$ cat config.mk
export PLATFORM = sky130hd
export DESIGN_NAME = ex_operand_stage
export DESIGN_NICKNAME = d
export VERILOG_FILES = /design/src/rtl/ex_operand_stage_pkg.sv /design/src/rtl/ex_operand_stage_fwd_priority_sel.sv /design/src/rtl/ex_operand_stage.sv
export SDC_FILE = /design/constraint.sdc
export NUM_CORES = 1
export LEC_CHECK = 0
export BUFFER_PORTS_ARGS = -buffer_cell sky130_fd_sc_hd__buf_2
export CORE_MARGIN = 2
export CORE_UTILIZATION = 29
export CTS_CLUSTER_DIAMETER = 100
export DETAILED_ROUTE_END_ITERATION = 8
export GPL_TIMING_DRIVEN = 0
export HOLD_SLACK_MARGIN = 0.08
export PLACE_DENSITY = 0.55
export SLEW_MARGIN = 20
export SYNTH_ARGS = -nofsm -noshare
export SYNTH_HDL_FRONTEND = slang
export SYNTH_SLANG_ARGS = --single-unit
$ cat constraint.sdc
create_clock -name clk -period 1.9 [get_ports clk]
set_input_delay 0 -clock clk [delete_from_list [all_inputs] [get_ports clk]]
set_output_delay 0 -clock clk [all_outputs]
set_load 0.01 [all_outputs]
$ cat src/rtl/ex_operand_stage_pkg.sv
`default_nettype none
// ============================================================================
// Module      : ex_pkg (package)
// Description : Shared operand-select encodings and constants for the EX
//               operand stage and its forwarding selector.
// Contents    : src_a_sel_e - ALU SrcA select encoding
//               src_b_sel_e - ALU SrcB select encoding
//               SRCB_CONST_FOUR - constant driven on SrcB for PC+4 style ops
// Revision    : 1.0 - initial release
// ============================================================================
package ex_pkg;

    typedef enum logic [1:0] {
        SRCA_REG  = 2'd0,
        SRCA_PC   = 2'd1,
        SRCA_ZERO = 2'd2,
        SRCA_RSVD = 2'd3
    } src_a_sel_e;

    typedef enum logic [1:0] {
        SRCB_REG  = 2'd0,
        SRCB_IMM  = 2'd1,
        SRCB_FOUR = 2'd2,
        SRCB_RSVD = 2'd3
    } src_b_sel_e;

    localparam int unsigned SRCB_CONST_FOUR = 4;

endpackage : ex_pkg
`default_nettype wire

$ cat src/rtl/ex_operand_stage_fwd_priority_sel.sv
`default_nettype none
// ============================================================================
// Module      : fwd_priority_sel
// Description : Resolves one source register against NUM_FWD forwarding
//               sources. The lowest-index matching source wins; register
//               index 0 never forwards.
// Ports       : i_rs        - source register index
//               i_regVal    - register-file value used when nothing matches
//               i_fwdValid  - per-source write enable
//               i_fwdRd     - packed per-source destination indices
//               i_fwdData   - packed per-source result values
//               o_value     - resolved operand value
//               o_hit       - a forwarding source supplied o_value
// Revision    : 1.0 - initial release
// ============================================================================
module fwd_priority_sel #(
    parameter int XLEN       = 32,
    parameter int REG_ADDR_W = 5,
    parameter int NUM_FWD    = 2
) (
    input  logic [REG_ADDR_W-1:0]         i_rs,
    input  logic [XLEN-1:0]               i_regVal,
    input  logic [NUM_FWD-1:0]            i_fwdValid,
    input  logic [NUM_FWD*REG_ADDR_W-1:0] i_fwdRd,
    input  logic [NUM_FWD*XLEN-1:0]       i_fwdData,
    output logic [XLEN-1:0]               o_value,
    output logic                          o_hit
);

    logic [NUM_FWD-1:0] w_match;

    generate
        for (genvar k = 0; k < NUM_FWD; k++) begin : g_match
            assign w_match[k] = i_fwdValid[k]
                              && (i_fwdRd[k*REG_ADDR_W +: REG_ADDR_W] == i_rs)
                              && (i_rs != '0);
        end
    endgenerate

    // Walk from the oldest source down to the youngest so that the
    // lowest-index match is the last assignment and therefore wins.
    always_comb begin
        o_value = i_regVal;
        o_hit   = 1'b0;
        for (int k = NUM_FWD - 1; k >= 0; k--) begin
            if (w_match[k]) begin
                o_value = i_fwdData[k*XLEN +: XLEN];
                o_hit   = 1'b1;
            end
        end
    end

endmodule : fwd_priority_sel
`default_nettype wire

$ cat src/rtl/ex_operand_stage.sv
`default_nettype none
// ============================================================================
// Module      : ex_operand_stage
// Description : ID/EX operand register with parametrised forwarding. Holds
//               on stall (while still capturing forwarded values so a
//               retiring producer is not lost), bubbles on flush, and drives
//               ALU SrcA/SrcB plus the store write data.
// Ports       : clk, rst_n            - clock, async active-low reset
//               id_valid_i, id_*_i    - ID stage operand bundle
//               stall_i, flush_i      - pipeline control
//               fwd_valid_i/rd_i/data_i - forwarding sources, index 0 youngest
//               ex_valid_o            - EX holds a valid instruction
//               ex_src_a_o/ex_src_b_o - ALU operands
//               ex_write_data_o       - forwarded rs2 for stores
//               ex_fwd_hit_a_o/b_o    - operand came from a forwarding source
// Revision    : 1.0 - initial release
// ============================================================================
module ex_operand_stage
    import ex_pkg::*;
#(
    parameter int XLEN       = 32,
    parameter int REG_ADDR_W = 5,
    parameter int NUM_FWD    = 2
) (
    input  logic                          clk,
    input  logic                          rst_n,
    input  logic                          id_valid_i,
    input  logic                          stall_i,
    input  logic                          flush_i,
    input  logic [XLEN-1:0]               id_rd1_i,
    input  logic [XLEN-1:0]               id_rd2_i,
    input  logic [XLEN-1:0]               id_imm_i,
    input  logic [XLEN-1:0]               id_pc_i,
    input  logic [REG_ADDR_W-1:0]         id_rs1_i,
    input  logic [REG_ADDR_W-1:0]         id_rs2_i,
    input  logic [1:0]                    id_src_a_sel_i,
    input  logic [1:0]                    id_src_b_sel_i,
    input  logic [NUM_FWD-1:0]            fwd_valid_i,
    input  logic [NUM_FWD*REG_ADDR_W-1:0] fwd_rd_i,
    input  logic [NUM_FWD*XLEN-1:0]       fwd_data_i,
    output logic                          ex_valid_o,
    output logic [XLEN-1:0]               ex_src_a_o,
    output logic [XLEN-1:0]               ex_src_b_o,
    output logic [XLEN-1:0]               ex_write_data_o,
    output logic                          ex_fwd_hit_a_o,
    output logic                          ex_fwd_hit_b_o
);

    logic                  r_valid;
    logic [XLEN-1:0]       r_rd1;
    logic [XLEN-1:0]       r_rd2;
    logic [XLEN-1:0]       r_imm;
    logic [XLEN-1:0]       r_pc;
    logic [REG_ADDR_W-1:0] r_rs1;
    logic [REG_ADDR_W-1:0] r_rs2;
    src_a_sel_e            r_selA;
    src_b_sel_e            r_selB;

    logic [XLEN-1:0]       w_fwdA;
    logic [XLEN-1:0]       w_fwdB;
    logic                  w_hitA;
    logic                  w_hitB;
    logic [XLEN-1:0]       w_srcA;
    logic [XLEN-1:0]       w_srcB;

    fwd_priority_sel #(
        .XLEN       (XLEN),
        .REG_ADDR_W (REG_ADDR_W),
        .NUM_FWD    (NUM_FWD)
    ) u_fwdA (
        .i_rs       (r_rs1),
        .i_regVal   (r_rd1),
        .i_fwdValid (fwd_valid_i),
        .i_fwdRd    (fwd_rd_i),
        .i_fwdData  (fwd_data_i),
        .o_value    (w_fwdA),
        .o_hit      (w_hitA)
    );

    fwd_priority_sel #(
        .XLEN       (XLEN),
        .REG_ADDR_W (REG_ADDR_W),
        .NUM_FWD    (NUM_FWD)
    ) u_fwdB (
        .i_rs       (r_rs2),
        .i_regVal   (r_rd2),
        .i_fwdValid (fwd_valid_i),
        .i_fwdRd    (fwd_rd_i),
        .i_fwdData  (fwd_data_i),
        .o_value    (w_fwdB),
        .o_hit      (w_hitB)
    );

    always_ff @(posedge clk or negedge rst_n) begin
        if (!rst_n) begin
            r_valid <= 1'b0;
            r_rd1   <= '0;
            r_rd2   <= '0;
            r_imm   <= '0;
            r_pc    <= '0;
            r_rs1   <= '0;
            r_rs2   <= '0;
            r_selA  <= SRCA_REG;
            r_selB  <= SRCB_REG;
        end else if (flush_i) begin
            r_valid <= 1'b0;
            r_rd1   <= '0;
            r_rd2   <= '0;
            r_imm   <= '0;
            r_pc    <= '0;
            r_rs1   <= '0;
            r_rs2   <= '0;
            r_selA  <= SRCA_REG;
            r_selB  <= SRCB_REG;
        end else if (stall_i) begin
            // A producer may retire while we wait; keep its result so the
            // operand is still correct once the forwarding path has moved on.
            if (r_valid && w_hitA) begin
                r_rd1 <= w_fwdA;
            end
            if (r_valid && w_hitB) begin
                r_rd2 <= w_fwdB;
            end
        end else begin
            r_valid <= id_valid_i;
            r_rd1   <= id_rd1_i;
            r_rd2   <= id_rd2_i;
            r_imm   <= id_imm_i;
            r_pc    <= id_pc_i;
            r_rs1   <= id_rs1_i;
            r_rs2   <= id_rs2_i;
            r_selA  <= src_a_sel_e'(id_src_a_sel_i);
            r_selB  <= src_b_sel_e'(id_src_b_sel_i);
        end
    end

    always_comb begin
        w_srcA = '0;
        case (r_selA)
            SRCA_REG: w_srcA = w_fwdA;
            SRCA_PC:  w_srcA = r_pc;
            default:  w_srcA = '0;
        endcase
    end

    always_comb begin
        w_srcB = '0;
        case (r_selB)
            SRCB_REG:  w_srcB = w_fwdB;
            SRCB_IMM:  w_srcB = r_imm;
            SRCB_FOUR: w_srcB = XLEN'(SRCB_CONST_FOUR);
            default:   w_srcB = '0;
        endcase
    end

    assign ex_valid_o      = r_valid;
    assign ex_src_a_o      = r_valid ? w_srcA : '0;
    assign ex_src_b_o      = r_valid ? w_srcB : '0;
    // Stores always need rs2, whatever operand B is used for.
    assign ex_write_data_o = r_valid ? w_fwdB : '0;
    assign ex_fwd_hit_a_o  = r_valid && (r_selA == SRCA_REG) && w_hitA;
    assign ex_fwd_hit_b_o  = r_valid && w_hitB;

endmodule : ex_operand_stage
`default_nettype wire

==> metrics.txt <==
sequential share of power=between 30% and 40%; Total Neg Setup Slack=-108.72 ns; Critical Setup Path Class=reg2out; FILL cells=just under 3000; worst hold slack=between 0.09 and 0.1 ns; first-pass GRT wire length=roughly 60 mm; asr flop ratio synth=between 90% and 100%; Num CTS Buffers=17; Die Area=0.0332 mm2; Max clock buf depth=2; final setup margin=-0.879 ns; synth top area cells=dfrtp_1 (39%), mux2i_1 (16%), a22o_1 (6.0%), nor2_1 (4.6%), and2_1 (4.2%); Final ANT Viol Nets=0; crit path from=r_rs1[2]; cell taking the most area after synthesis=dfrtp_1; Synth top area share=38.9%; worst setup slack after placement=-1.11 ns; row count=65; Initial Util=between 20 and 30%; violated checks=setup timing; layout cell share with drive strength beyond 1=a little over a third; Max Fanout on Critical Path=6; Least-Margin Pin Slew=around 1 ns; Worst R2R Start=r_rs1[2]; CP required=approximately 1.9 ns; DRC=0; clock power share=between 30% and 40%; final net count=approximately 1800; post-synthesis sequential area ratio=approximately 40%; Slew HR=32.8%; Post-Route Skew=roughly 0.013 ns; 1st-pass router iterations=5; combinational power share=a little under a quarter; clock root cell=clkbuf_16; area added between synthesis and finish=65.0%; CORE AREA=0.0314 mm2; Max VDD drop=around 0.00052 V; period utilization=146%; Worst-Skew Late Latency=around 0.44 ns; final hold vios=0; Setup crit end=ex_src_a_o[29]; DP HPWL=roughly 30 mm; clock sinks=~140; count of cell types in the netlist=42; gr ovfl total=0; Final Core Density=slightly below 50%; largest net degree at the start of global routing=between 70 and 80; count of final setup violators=between 150 and 200; DIE HEIGHT=around 180 um; reg2reg setup slack=-0.52 ns; CTS H-Tree Depth=4; clk slew on worst S/H paths=~0.060 ns; Wirelength per Cell=21.3 um; dominant synthesized flop cell=dfrtp_1; initial antenna violation count=15; CTS tree=yes; total of max-cap violations=0; vias in the first global route=just over 10000; I/O Pins=~320; routability cong.=between 0.9 and 1; Warnings, synthesis=0; Final Power=~9.0 mW; gr usage total=between 20% and 30%; Die X=around 180 um; leakage=between 6 and 7 nW; crit path time final=2.78 ns; Crit. End Element=primary output; status=finished with violations; Syn Area/Cell=9.23 um2; Netlist Area Pre-Place=0.00921 mm2; power density over the cells=approximately 590 mW/mm2; Syn Inst Count=around 1000; first-iteration detailed-routing DRC count=roughly 540; Int Pwr=about 6.3 mW; Data arrival, critical path=roughly 2.8 ns; Worst Hold Class=in2reg; #FFs+latches synth=about 140; Worst setup SP type=flip-flop; RSZ-0062 raised after global routing=true; routed vias=10200; Peak Freq=around 0.36 GHz; Port-buffer cells=between 300 and 400; routed vias/inst=slightly above 5; worst r2r path cells=9; Worst R2R End=r_rd1[12]; syn nets=1221; Routed Wire Length=41.7 mm; Post-synth EDFFs=0; final slew viol count=0; sw power=between 2 and 3 mW; Sw Ratio=29.8%
[worst max-delay path: stages (launching register included)]
cell and delay (ns):
dfrtp_2 0.44, or4_4 0.59, o211ai_4 0.30, or2_4 0.21
buf_12 0.14, clkbuf_16 0.16, a31oi_2 0.13, a22o_1 0.23
buf_2 0.14
[through the flow]
step / cells / cell area [um2]
2_1_floorplan: 998 / 9310
3_3_place_gp: 1720 / 11400
3_5_place_dp: 1721 / 11500
4_1_cts: 1924 / 14200
5_1_grt: 1954 / 15200
6_report: 1956 / 15200
[sequential cells by signal, indices dropped and copies added, names as in the netlist]
signal / cells
r_pc: 32
r_imm: 32
r_selB: 2
r_rs2: 5
r_rd2: 32
r_rd1: 32
r_rs1: 5
r_selA: 2
ex_valid_o: 1
[worst min path at each step]
stage,cells after the start,to,startpoint
2_1_floorplan,0,ex_valid_o,rst_n
4_1_cts,4,r_rd2[25],fwd_data_i[25]
3_5_place_dp,1,r_rs1[2],rst_n
5_1_grt,4,r_rd2[25],fwd_data_i[25]
6_report,4,r_rd2[10],fwd_data_i[42]
3_3_place_gp,3,r_pc[6],id_pc_i[6]
[synthesized netlist by cell type, drive strengths merged (3+ instances only)]
library cell and instances:
nor3 34, nand3 33, buf 36, nand2 35, mux2i 144, nor2 115, a311oi 32, clkbuf 65
and2 62, and3 31, a31oi 32, dfrtp 143, a22o 63, o21ai 64, o21bai 32, o2bb2ai 32
o211ai 3, xnor2 18, nand4 4
[cell families (layout without fill, tap and decap cells)]
group | Yosys count | count (layout) | share of synthesized area (%)
AND/OR/NAND/NOR | 323 | 323 | 17.2
AO/OA/AOI/OAI | 265 | 265 | 21.5
multiplexers | 144 | 144 | 15.7
flip-flops | 143 | 143 | 38.9
buffers and inverters | 103 | 645 | 4.89
XOR/XNOR | 20 | 20 | 1.90
other | 0 | 14 | 0
[placed cells by master (no fill, tap or decap), types with 7 or more instances in the layout]
cell,n
mux2i_4,11
dfrtp_1,139
a311oi_1,16
o21bai_2,15
o2bb2ai_1,31
buf_1,9
nor2_1,112
nor3_1,30
dlygate4sd3_1,169
buf_6,28
diode_2,14
clkbuf_2,7
buf_2,309
nand3_1,33
a311oi_2,16
o21ai_0,24
o21ai_1,39
nand2_1,35
a22o_1,63
a31oi_4,19
xnor2_1,18
clkbuf_1,49
a31oi_2,10
o21bai_4,15
buf_4,20
clkbuf_16,22
and2_1,59
and3_1,31
mux2i_1,127
[power groups by stage]
| stage | combinational (mW) | clock [mW] | sequential (mW) |
|---|---|---|---|
| 2_1_floorplan | 0.852 | 0 | 3.38 |
| 3_3_place_gp | 1.54 | 0 | 3.42 |
| 3_5_place_dp | 1.57 | 0 | 3.42 |
| 4_1_cts | 1.95 | 3.48 | 3.37 |
| 5_1_grt | 2.32 | 3.62 | 3.41 |
| 6_report | 2.15 | 3.43 | 3.39 |
[layout make-up]
class                           count  area (um2)  area share (%)
Sequential cell                   143        3580            23.6
Clock buffer                       21         470            3.10
Multi-Input combinational cell    752        6140            40.4
Tap cell                          402         503            3.31
Inverter                            2        7.51          0.0494
Buffer                            100         673            4.43
Antenna cell                       14        35.0           0.231
Timing Repair Buffer              512        3670            24.2
Clock inverter                     10         113           0.741
[metal layers]
layer	part of all wire [%]	vias to the layer above	track usage, %
met4	3.5	6	9.48
met3	4.5	88	3.75
met5	0.089	-	0
li1	-	4765	-
met1	44	4922	31.3
met2	47	377	39.6
[repair_timing]
action	in CTS	in global routing
cloned	0	6
hold buffers	169	0
buffers inserted	4	13
setup endpoints to repair	162	163
pin swaps	36	39
endpoints found under the hold margin	220	0
gates resized for setup	107	149
(Power assumes the default switching activity.)
